### src/rtl/lsu_pkg.sv
// lsu_pkg: shared encodings for the load/store bus master.
//   SZ_BYTE/SZ_HALF/SZ_WORD : req_size_i encodings (2'b11 is reserved)
//   state_t                 : bus master FSM states
package lsu_pkg;

   localparam logic [1:0] SZ_BYTE = 2'b00;
   localparam logic [1:0] SZ_HALF = 2'b01;
   localparam logic [1:0] SZ_WORD = 2'b10;

   typedef enum logic [1:0] {
      IDLE = 2'b00,
      REQ  = 2'b01,
      WAIT = 2'b10,
      ERR  = 2'b11
   } state_t;

endpackage

### src/rtl/lsu_align.sv
// lsu_align: purely combinational access shaping for the load/store unit.
//   size, addr, uns : access size, byte address, zero-extend flag
//   wdata           : LSB-aligned store data
//   rdata           : raw bus read data
//   be              : bus byte enables
//   bus_wdata       : store data replicated across the word
//   err             : reserved size, misaligned access or address out of range
//   load_data       : extracted and extended load result
module lsu_align
   import lsu_pkg::*;
#(
   parameter int ADDR_W = 14
) (
   input  logic [1:0]  size,
   input  logic [31:0] addr,
   input  logic        uns,
   input  logic [31:0] wdata,
   input  logic [31:0] rdata,
   output logic [3:0]  be,
   output logic [31:0] bus_wdata,
   output logic        err,
   output logic [31:0] load_data
);

   logic        misalign;
   logic        out_of_range;
   logic [7:0]  byte_sel;
   logic [15:0] half_sel;

   // Shifting by the bus width leaves zero, so this also covers ADDR_W = 32.
   assign out_of_range = |(addr >> ADDR_W);
   assign err          = misalign | out_of_range;

   assign byte_sel = rdata[{addr[1:0], 3'b000} +: 8];
   assign half_sel = rdata[{addr[1], 4'b0000} +: 16];

   always_comb begin
      be        = 4'b0000;
      bus_wdata = wdata;
      misalign  = 1'b0;
      load_data = rdata;
      case (size)
         SZ_BYTE: begin
            be        = 4'b0001 << addr[1:0];
            bus_wdata = {4{wdata[7:0]}};
            load_data = uns ? {24'h0, byte_sel} : {{24{byte_sel[7]}}, byte_sel};
         end
         SZ_HALF: begin
            be        = 4'b0011 << {addr[1], 1'b0};
            bus_wdata = {2{wdata[15:0]}};
            misalign  = addr[0];
            load_data = uns ? {16'h0, half_sel} : {{16{half_sel[15]}}, half_sel};
         end
         SZ_WORD: begin
            be       = 4'b1111;
            misalign = |addr[1:0];
         end
         default: misalign = 1'b1;
      endcase
   end

endmodule

### src/rtl/lsu_bus_master.sv
// lsu_bus_master: turns single pipeline load/store requests into
// data_req/gnt/rvalid bus transactions, one outstanding at a time.
//   clk_i, rst_i                 : clock, synchronous active-high reset
//   req_*                        : pipeline request (valid/ready handshake)
//   resp_valid/rdata/err_o       : registered one-cycle response
//   data_req/we/be/addr/wdata_o  : bus request side
//   data_gnt/rvalid/rdata_i      : bus grant and response
//
// state | meaning
// IDLE  | ready for a request; latch it on accept
// REQ   | data_req_o high, waiting for data_gnt_i
// WAIT  | granted, waiting for data_rvalid_i
// ERR   | one cycle, schedules an error response
module lsu_bus_master
   import lsu_pkg::*;
#(
   parameter int TIMEOUT_CYCLES = 16,
   parameter int ADDR_W         = 14
) (
   input  logic              clk_i,
   input  logic              rst_i,
   input  logic              req_valid_i,
   output logic              req_ready_o,
   input  logic              req_we_i,
   input  logic [1:0]        req_size_i,
   input  logic              req_unsigned_i,
   input  logic [31:0]       req_addr_i,
   input  logic [31:0]       req_wdata_i,
   output logic              resp_valid_o,
   output logic [31:0]       resp_rdata_o,
   output logic              resp_err_o,
   output logic              data_req_o,
   output logic              data_we_o,
   output logic [3:0]        data_be_o,
   output logic [ADDR_W-1:0] data_addr_o,
   output logic [31:0]       data_wdata_o,
   input  logic              data_gnt_i,
   input  logic              data_rvalid_i,
   input  logic [31:0]       data_rdata_i
);

   localparam int CNT_W = (TIMEOUT_CYCLES > 1) ? $clog2(TIMEOUT_CYCLES) : 1;

   state_t             state_q, state_d;
   logic [CNT_W-1:0]   cnt_q, cnt_d;
   logic               we_q;
   logic [1:0]         size_q;
   logic               uns_q;
   logic [ADDR_W-1:0]  addr_q;
   logic [31:0]        wdata_q;
   logic               resp_valid_q, resp_valid_d;
   logic               resp_err_q, resp_err_d;
   logic [31:0]        resp_rdata_q, resp_rdata_d;

   logic               in_idle, in_req;
   logic [1:0]         a_size;
   logic [31:0]        a_addr;
   logic               a_uns;
   logic [31:0]        a_wdata;
   logic [3:0]         a_be;
   logic [31:0]        a_bus_wdata;
   logic               a_err;
   logic [31:0]        a_load;

   assign in_idle = (state_q == IDLE);
   assign in_req  = (state_q == REQ);

   // In IDLE the aligner checks the incoming request; afterwards it works
   // on the latched copy so bus outputs come only from registers.
   assign a_size  = in_idle ? req_size_i     : size_q;
   assign a_addr  = in_idle ? req_addr_i     : {{(32-ADDR_W){1'b0}}, addr_q};
   assign a_uns   = in_idle ? req_unsigned_i : uns_q;
   assign a_wdata = in_idle ? req_wdata_i    : wdata_q;

   lsu_align #(.ADDR_W(ADDR_W)) u_align (
      .size      (a_size),
      .addr      (a_addr),
      .uns       (a_uns),
      .wdata     (a_wdata),
      .rdata     (data_rdata_i),
      .be        (a_be),
      .bus_wdata (a_bus_wdata),
      .err       (a_err),
      .load_data (a_load)
   );

   // Timer is a down-counter reloaded on every state entry; terminal count
   // zero means TIMEOUT_CYCLES cycles have been spent in the state.
   always_comb begin
      state_d      = state_q;
      resp_valid_d = 1'b0;
      resp_err_d   = 1'b0;
      resp_rdata_d = 32'h0;
      case (state_q)
         IDLE: if (req_valid_i) state_d = a_err ? ERR : REQ;
         REQ: begin
            if (data_gnt_i)        state_d = WAIT;
            else if (cnt_q == '0)  state_d = ERR;
         end
         WAIT: begin
            if (data_rvalid_i) begin
               state_d      = IDLE;
               resp_valid_d = 1'b1;
               resp_rdata_d = we_q ? 32'h0 : a_load;
            end else if (cnt_q == '0) begin
               state_d = ERR;
            end
         end
         ERR: begin
            state_d      = IDLE;
            resp_valid_d = 1'b1;
            resp_err_d   = 1'b1;
         end
         default: state_d = IDLE;
      endcase

      cnt_d = cnt_q;
      if (state_d != state_q)  cnt_d = CNT_W'(TIMEOUT_CYCLES - 1);
      else if (cnt_q != '0)    cnt_d = cnt_q - 1'b1;
   end

   always_ff @(posedge clk_i) begin
      if (rst_i) begin
         state_q      <= IDLE;
         cnt_q        <= '0;
         we_q         <= 1'b0;
         size_q       <= 2'b00;
         uns_q        <= 1'b0;
         addr_q       <= '0;
         wdata_q      <= 32'h0;
         resp_valid_q <= 1'b0;
         resp_err_q   <= 1'b0;
         resp_rdata_q <= 32'h0;
      end else begin
         state_q      <= state_d;
         cnt_q        <= cnt_d;
         resp_valid_q <= resp_valid_d;
         resp_err_q   <= resp_err_d;
         resp_rdata_q <= resp_rdata_d;
         if (in_idle && req_valid_i) begin
            we_q    <= req_we_i;
            size_q  <= req_size_i;
            uns_q   <= req_unsigned_i;
            addr_q  <= req_addr_i[ADDR_W-1:0];
            wdata_q <= req_wdata_i;
         end
      end
   end

   assign req_ready_o  = in_idle;
   assign resp_valid_o = resp_valid_q;
   assign resp_err_o   = resp_err_q;
   assign resp_rdata_o = resp_rdata_q;

   assign data_req_o   = in_req;
   assign data_we_o    = in_req & we_q;
   assign data_be_o    = in_req ? a_be : 4'b0000;
   assign data_addr_o  = in_req ? {addr_q[ADDR_W-1:2], 2'b00} : '0;
   assign data_wdata_o = (in_req && we_q) ? a_bus_wdata : 32'h0;

endmodule

### config.mk
export PLATFORM = sky130hd
export DESIGN_NAME = lsu_bus_master
export DESIGN_NICKNAME = d
export VERILOG_FILES = /design/src/rtl/lsu_pkg.sv /design/src/rtl/lsu_align.sv /design/src/rtl/lsu_bus_master.sv
export SDC_FILE = /design/constraint.sdc
export NUM_CORES = 1
export LEC_CHECK = 0
export CELL_PAD_IN_SITES_DETAIL_PLACEMENT = 1
export CELL_PAD_IN_SITES_GLOBAL_PLACEMENT = 1
export CORE_ASPECT_RATIO = 0.5
export CORE_UTILIZATION = 29
export DETAILED_ROUTE_END_ITERATION = 8
export PLACE_DENSITY_LB_ADDON = 0.1
export SYNTH_ARGS = -nofsm -noshare
export SYNTH_HDL_FRONTEND = slang
export SYNTH_SLANG_ARGS = --single-unit
### constraint.sdc
create_clock -name clk_i -period 3.4 [get_ports clk_i]
set_clock_uncertainty 0.05 [all_clocks]
set_input_delay 0.68 -clock clk_i [delete_from_list [all_inputs] [get_ports clk_i]]
set_output_delay 0.68 -clock clk_i [all_outputs]
set_load 0.01 [all_outputs]
### Yosys cells after proc, flatten, opt, wreduce, memory -nomap -nowiden

Cells that the tools add are included.

| operators by class | value |
|---|---|
| add/subtract/negate cells | 1 |
| $mul | 0 |
| divide/modulo/power cells | 0 |
| magnitude comparators | 0 |
| equality and inequality tests | 6 |
| shift operators | 4 |
| mux-type cells | 24 |
| bitwise logic cells | 4 |
| reductions and logical operators | 10 |

Operators with widths:

| kind | number |
|---|---|
| 32-bit two-way mux | 5 |
| 32-bit one-hot mux with 2 select lines | 2 |
| 32-bit by 6-bit variable part select with 16-bit output | 1 |
| 32-bit by 6-bit variable part select with 8-bit output | 1 |
| 18-bit OR reduction | 1 |
| 14-bit two-way mux | 1 |
| 2-bit two-way mux | 6 |
| 4-bit two-way mux | 3 |
| 4-bit one-hot mux with 3 select lines | 1 |
| 2-bit one-hot mux with 4 select lines | 1 |
| 2-bit == test (second input constant) | 3 |
| 2-bit by 1-bit == test with 1-bit output (second input constant) | 2 |
| 2-bit zero test | 2 |
| 4-bit zero test | 1 |
| 4-bit nonzero test | 1 |
| 4-bit OR reduction | 1 |
| 1-bit by 2-bit left shift with 4-bit output (first input constant) | 1 |
| 2-bit by 2-bit left shift with 4-bit output (first input constant) | 1 |
| 4-bit by 1-bit subtractor with 4-bit output (second input constant) | 1 |
| 1-bit two-way mux | 3 |
| 1-bit one-hot mux with 3 select lines | 1 |
| 1-bit logical AND | 2 |
| 2-bit inequality test | 1 |
| 1-bit inverter | 2 |
| 5 further kinds | 5 |

| word-level totals | value |
|---|---|
| bits in registers | 90 |
| latch bits | 0 |
| memory bits (writable) | 0 |
| bits in read-only memories | 0 |
| bits of input ports | 105 |
| output and inout port bits | 87 |
| logic and storage cells | 59 |
| memories | 0 |

### Longest topological paths before layout

| logic depth | value |
|---|---|
| depth in word-level cells | 10 |
| depth in mapped cells | 8 |
| depth with buffers taken out | 7 |

### Modules after synthesis

A second synthesis with hierarchy kept.

| unflattened totals | value |
|---|---|
| cells, all modules | 656 |
| area total of the unflattened synthesis | 5326.4 sq um |

By module, submodules not included:

| module | instances | cells each | area an instance (sq um) | sequential area each (sq um) |
|---|---|---|---|---|
| lsu_bus_master | 1 | 468 | 4110.2 | 1801.7 |
| lsu_align | 1 | 188 | 1216.2 | 0.0 |

### Least setup slack after synthesis

Ideal clock, no wire load.

| path | value |
|---|---|
| path type | reg-to-output |
| from | register state_q[1] |
| to | output port data_wdata_o[25] |
| data arrival time | 1870 ps |
| data required time | 2670 ps |
| path slack | 800 ps |
| stages on the path, launching flop included | 7 |
| cells stage by stage | dfxtp_1 -> or2_1 -> clkbuf_1 -> a21oi_1 -> clkbuf_1 -> o21ai_0 -> a221oi_1 |

| between the ends | value |
|---|---|
| cells in the longest elaborated chain, start to end | 5 |
| elaborated cells on any way between the ends | 9 |
| classes of those cells | eq/ne (2); mux (4); reduce/logical (3) |

Ends and longest elaborated chain:

| what | RTL line | RTL |
|---|---|---|
| start, declared | lsu_bus_master.sv:44 | `state_t state_q, state_d;` |
| start signal, assigned | lsu_bus_master.sv:135 | `state_q <= state_d;` |
| 2-bit zero test | lsu_bus_master.sv:65 | `assign in_idle = (state_q == IDLE);` |
| 2-bit two-way mux | lsu_bus_master.sv:70 | `assign a_size = in_idle ? req_size_i : size_q;` |
| 2-bit by 1-bit == test with 1-bit output or 2-bit zero test (tied branches) | lsu_align.sv:42 | `case (size)` |
| 32-bit one-hot mux with 2 select lines | lsu_align.sv:42 |  |
| 32-bit two-way mux * | lsu_bus_master.sv:159 | `assign data_wdata_o = (in_req && we_q) ? a_bus_wdata : 32'h0;` |
| end, declared | lsu_bus_master.sv:36 | `output logic [31:0] data_wdata_o,` |

Mark *: on every way between the ends. The rest lies on a longest branch, timed or not.

### Worst setup path in the final report

| path | value |
|---|---|
| from | input port req_size_i[0] |
| to | output port data_be_o[1] |

| between the ends | value |
|---|---|
| cells in the longest elaborated chain, start to end | 4 |
| elaborated cells on any way between the ends | 6 |
| classes of those cells | eq/ne (2); mux (3); reduce/logical (1) |

Ends and longest elaborated chain:

| what | RTL line | RTL |
|---|---|---|
| start, declared | lsu_bus_master.sv:25 | `input logic [1:0] req_size_i,` |
| 2-bit two-way mux * | lsu_bus_master.sv:70 |  |
| 2-bit == test (tied with other cells) | lsu_align.sv:42 |  |
| 4-bit one-hot mux with 3 select lines * | lsu_align.sv:42 |  |
| 4-bit two-way mux * | lsu_bus_master.sv:157 | `assign data_be_o = in_req ? a_be : 4'b0000;` |
| end, declared | lsu_bus_master.sv:34 | `output logic [3:0] data_be_o,` |

Marks and branches as above.

==> summary.txt <==
Run status
  – Status: completed

Floorplan
  – I/O pin count: 192
  – Initial Utilization: 30.5%
  – Die ar.: 16100 um2
  – Die width: 178 um
  – Core area: 14800 um2
  – Die height: 90.3 um
  – # rows: 31

Logic synthesis
  – Netlist Area Pre-Place: 4520 um2
  – Yosys cell types: 51
  – Number of enable flip-flop cells after synthesis: 0
  – Fraction of registers with async set/reset: 0%
  – Cells after synthesis: 562
  – Mapped Avg Cell Area: 8.04 um2
  – Register area share after synthesis: 39.9%
  – Post-synth top flop: dfxtp_1
  – FF+latch count, synth: 90
  – Yosys warns: 0

Critical path
  – Worst setup SP type: input pin
  – CP max stage cell: clkdlybuf4s50_1
  – Worst R2R Start: state_q[1]
  – Worst-path cell chain: clkdlybuf4s50_1 > buf_4 > mux2_2 > nand2_1 > nand2_1 > a21oi_1 > clkdlybuf4s50_1
  – Req. time, crit path: 2670 ps
  – CP Class: in -> out
  – R2r setup slk: 590 ps
  – RR Endpoint: resp_rdata_o[22]
  – Depth of the most critical reg-to-reg path: 6
  – CP max FO: 6
  – Crit. End Element: output port
  – WP data arrival: 2580 ps
  – Critical path's largest stage delay: 560 ps

Routing
  – Total Wirelength: 17400 um
  – DR WL/cell: 18.3 um
  – Pre-antenna DRT Iters: 5
  – Final ANT Viol Nets: 0
  – Drt drc: 0
  – Via count: 4872
  – Vias per cell: 5.13
  – Initial DRC count: 193

CTS
  – Post-CTS Setup Inserts: 0
  – Root buffer cell: clkbuf_16
  – CTS tree: built
  – Hold Buf Count CTS: 0
  – H-Tree Depth: 3
  – CTS sink count: 90
  – Worst-path clk slew: 60 ps
  – Clock latency on the worst-skew pair: 340 ps
  – Maximum clock path buffer count: 2
  – CTS Buf Count: 9

Global route
  – GRT busiest layer: met2
  – Routing usage on met3: 5.35%
  – Number of global-route vias before repair: 5011
  – Largest net degree at the start of global routing: 40
  – Met2 usage in global routing: 35.0%
  – Grt ovf: 0
  – M1 GR Usage: 29.2%
  – Initial antenna violation count: 0
  – Gr usage total: 21.7%
  – First-pass GRT wire length: 27300 um

Place
  – Gpl congestion: 0.754
  – HPWL Detailed: 12900 um
  – Dpl cell area: 6740 um2
  – Placed Cells: 937
  – IO buf count: 189
  – Dpl ws: -66.2 ps

Final layout
  – Finished Cell Area: 7060 um2
  – ANT cells: 0
  – Finished Layout Cells: 950
  – Fillcell total: 1768
  – Area grow syn2layout: 56.2%
  – FF+latch area: 1800 um2
  – Share of layout cells above drive strength 1: 8.51%
  – Net count, final: 856
  – Multi-input logic area: 2490 um2

Power and ir drop
  – Pint: 2.11 mW
  – LEAKAGE: 2.97 nW
  – Switching share of power: 29.1%
  – Clock power share: 35.2%
  – Switch Pwr: 0.864 mW
  – IR drop worst, VDD: 0.000250 V
  – Flop pwr share: 39.0%
  – Power per cell area: 421 nW/um2
  – Logic pwr share: 25.8%
  – Tot Pwr: 2.97 mW

Flow run
  – Max Cap Violations: 0

Hold path
  – Hold depth: 2
  – Hold Path Class: reg -> reg
  – Hold path start: addr_q[10]
  – Worst Hold Endpoint: addr_q[10]

STA
  – Slew @ Worst Pin: 987 ps
  – Slew headroom: 33.5%
  – RSZ-0062 raised after global routing: no
  – Slack of the critical path: 92.6 ps
  – Final hold viol count: 0
  – Slew Limit Fails: 0
  – Maximum clock rate: 302 MHz
  – Final min period: 3310 ps
  – Final period utilization: 97.3%
  – Final setup vio count: 0
-- stage by stage --
stage / util, % / setup TNS [ps] / hold slack, ps
2_1_floorplan: - / 0 / 382
3_3_place_gp: 45.5 / -2.43 / 388
3_5_place_dp: 45.5 / -235 / 393
4_1_cts: 47.4 / 0 / 402
5_1_grt: 47.6 / 0 / 425
6_report: 47.6 / 0 / 398
-- sequential cells by signal, summed over array words and instances (netlist names) --
signal and count:
wdata_q 32, resp_rdata_o 32, resp_valid_o 1, resp_err_o 1
cnt_q 4, state_q 2, size_q 2, uns_q 1
we_q 1, addr_q 14
-- worst max-delay path by stage --
stage / startpoint / endpoint / slack, ps / cells past startpoint
2_1_floorplan: state_q[1] / data_wdata_o[25] / 800 / 6
5_1_grt: state_q[0] / data_be_o[1] / 4 / 7
3_5_place_dp: req_size_i[1] / data_wdata_o[26] / -70 / 7
4_1_cts: req_size_i[1] / data_wdata_o[23] / 30 / 5
6_report: req_size_i[0] / data_be_o[1] / 90 / 7
3_3_place_gp: req_size_i[1] / data_wdata_o[26] / -2 / 7
-- cell usage in the layout (no fill, tap or decap), types with 4 or more instances in the layout --
cell type	netlist	layout
a221o_1	7	7
o2111ai_1	5	5
buf_4	2	28
dlygate4sd2_1	0	8
a32oi_1	7	7
a21o_1	18	18
clkdlybuf4s50_1	0	175
clkbuf_16	0	9
a221oi_1	9	9
o21ai_0	22	21
a211oi_1	12	11
inv_1	11	11
nand2b_1	11	11
a21oi_1	71	71
and2_1	8	7
a211o_1	7	7
a31oi_1	9	9
dfxtp_1	90	90
dlymetal6s2s_1	0	5
nor4_1	8	7
and3_1	24	24
mux2i_1	23	23
nand3_1	4	4
nor2_1	16	16
nand2_1	121	120
-- logic make-up after synthesis --
family | count (synthesis) | synth area share, %
simple gates | 209 | 21.9
compound gates | 175 | 25.2
flops | 90 | 39.9
buf+inv | 57 | 5.43
mux | 29 | 7.17
fa+ha+maj | 1 | 0.277
other cells | 1 | 0.0830
-- power by group through the flow --
| stage | combinational [mW] | clock (mW) | sequential, mW |
|---|---|---|---|
| finish | 0.767 | 1.04 | 1.16 |
| global route | 0.835 | 1.11 | 1.16 |
| CTS | 0.765 | 1.06 | 1.16 |
| detailed placement | 0.760 | 0 | 1.18 |
| global placement | 0.747 | 0 | 1.18 |
| floorplan | 0.391 | 0 | 1.17 |
-- cell usage after synthesis (all sizes together), types with 8 or more instances --
master	number	area (um2)
a21o	18	135
a211oi	12	90.1
and2	9	56.3
clkbuf	34	128
mux2i	23	230
nor2	16	60.1
buf	11	72.6
inv	12	45.0
nor4	8	50.1
and3	24	150
nand2	121	454
nand2b	11	68.8
o21ai	22	110
dfxtp	90	1800
a221oi	9	78.8
a21oi	71	355
a31oi	9	56.3
-- critical path: cells and delay by family --
family | cells | cell delay (ps)
mux | 1 | 320
compound gates | 1 | 160
buf+inv | 3 | 1230
simple gates | 2 | 190
-- area by class of cell --
cell class                      count  share of cell area [%]
Timing Repair Buffer              221                    30.8
Inverter                           12                   0.674
Sequential cell                    90                    25.5
Clock inverter                      4                   0.993
Tap cell                          198                    3.51
Clock buffer                        9                    3.19
Multi-Input combinational cell    416                    35.3
-- routing by layer --
metal	up-vias	share of wire, %
li1	2385	-
met4	0	0.57
met2	129	46
met1	2349	47
met5	-	0
met3	9	6.0
-- what timing repair did --
| item | in CTS | in global routing |
|---|---|---|
| pin swaps | 0 | 0 |
| endpoints found under the setup margin | 8 | 20 |
| gates resized for setup | 9 | 9 |
No activity file was read; power rests on OpenSTA's default activity.
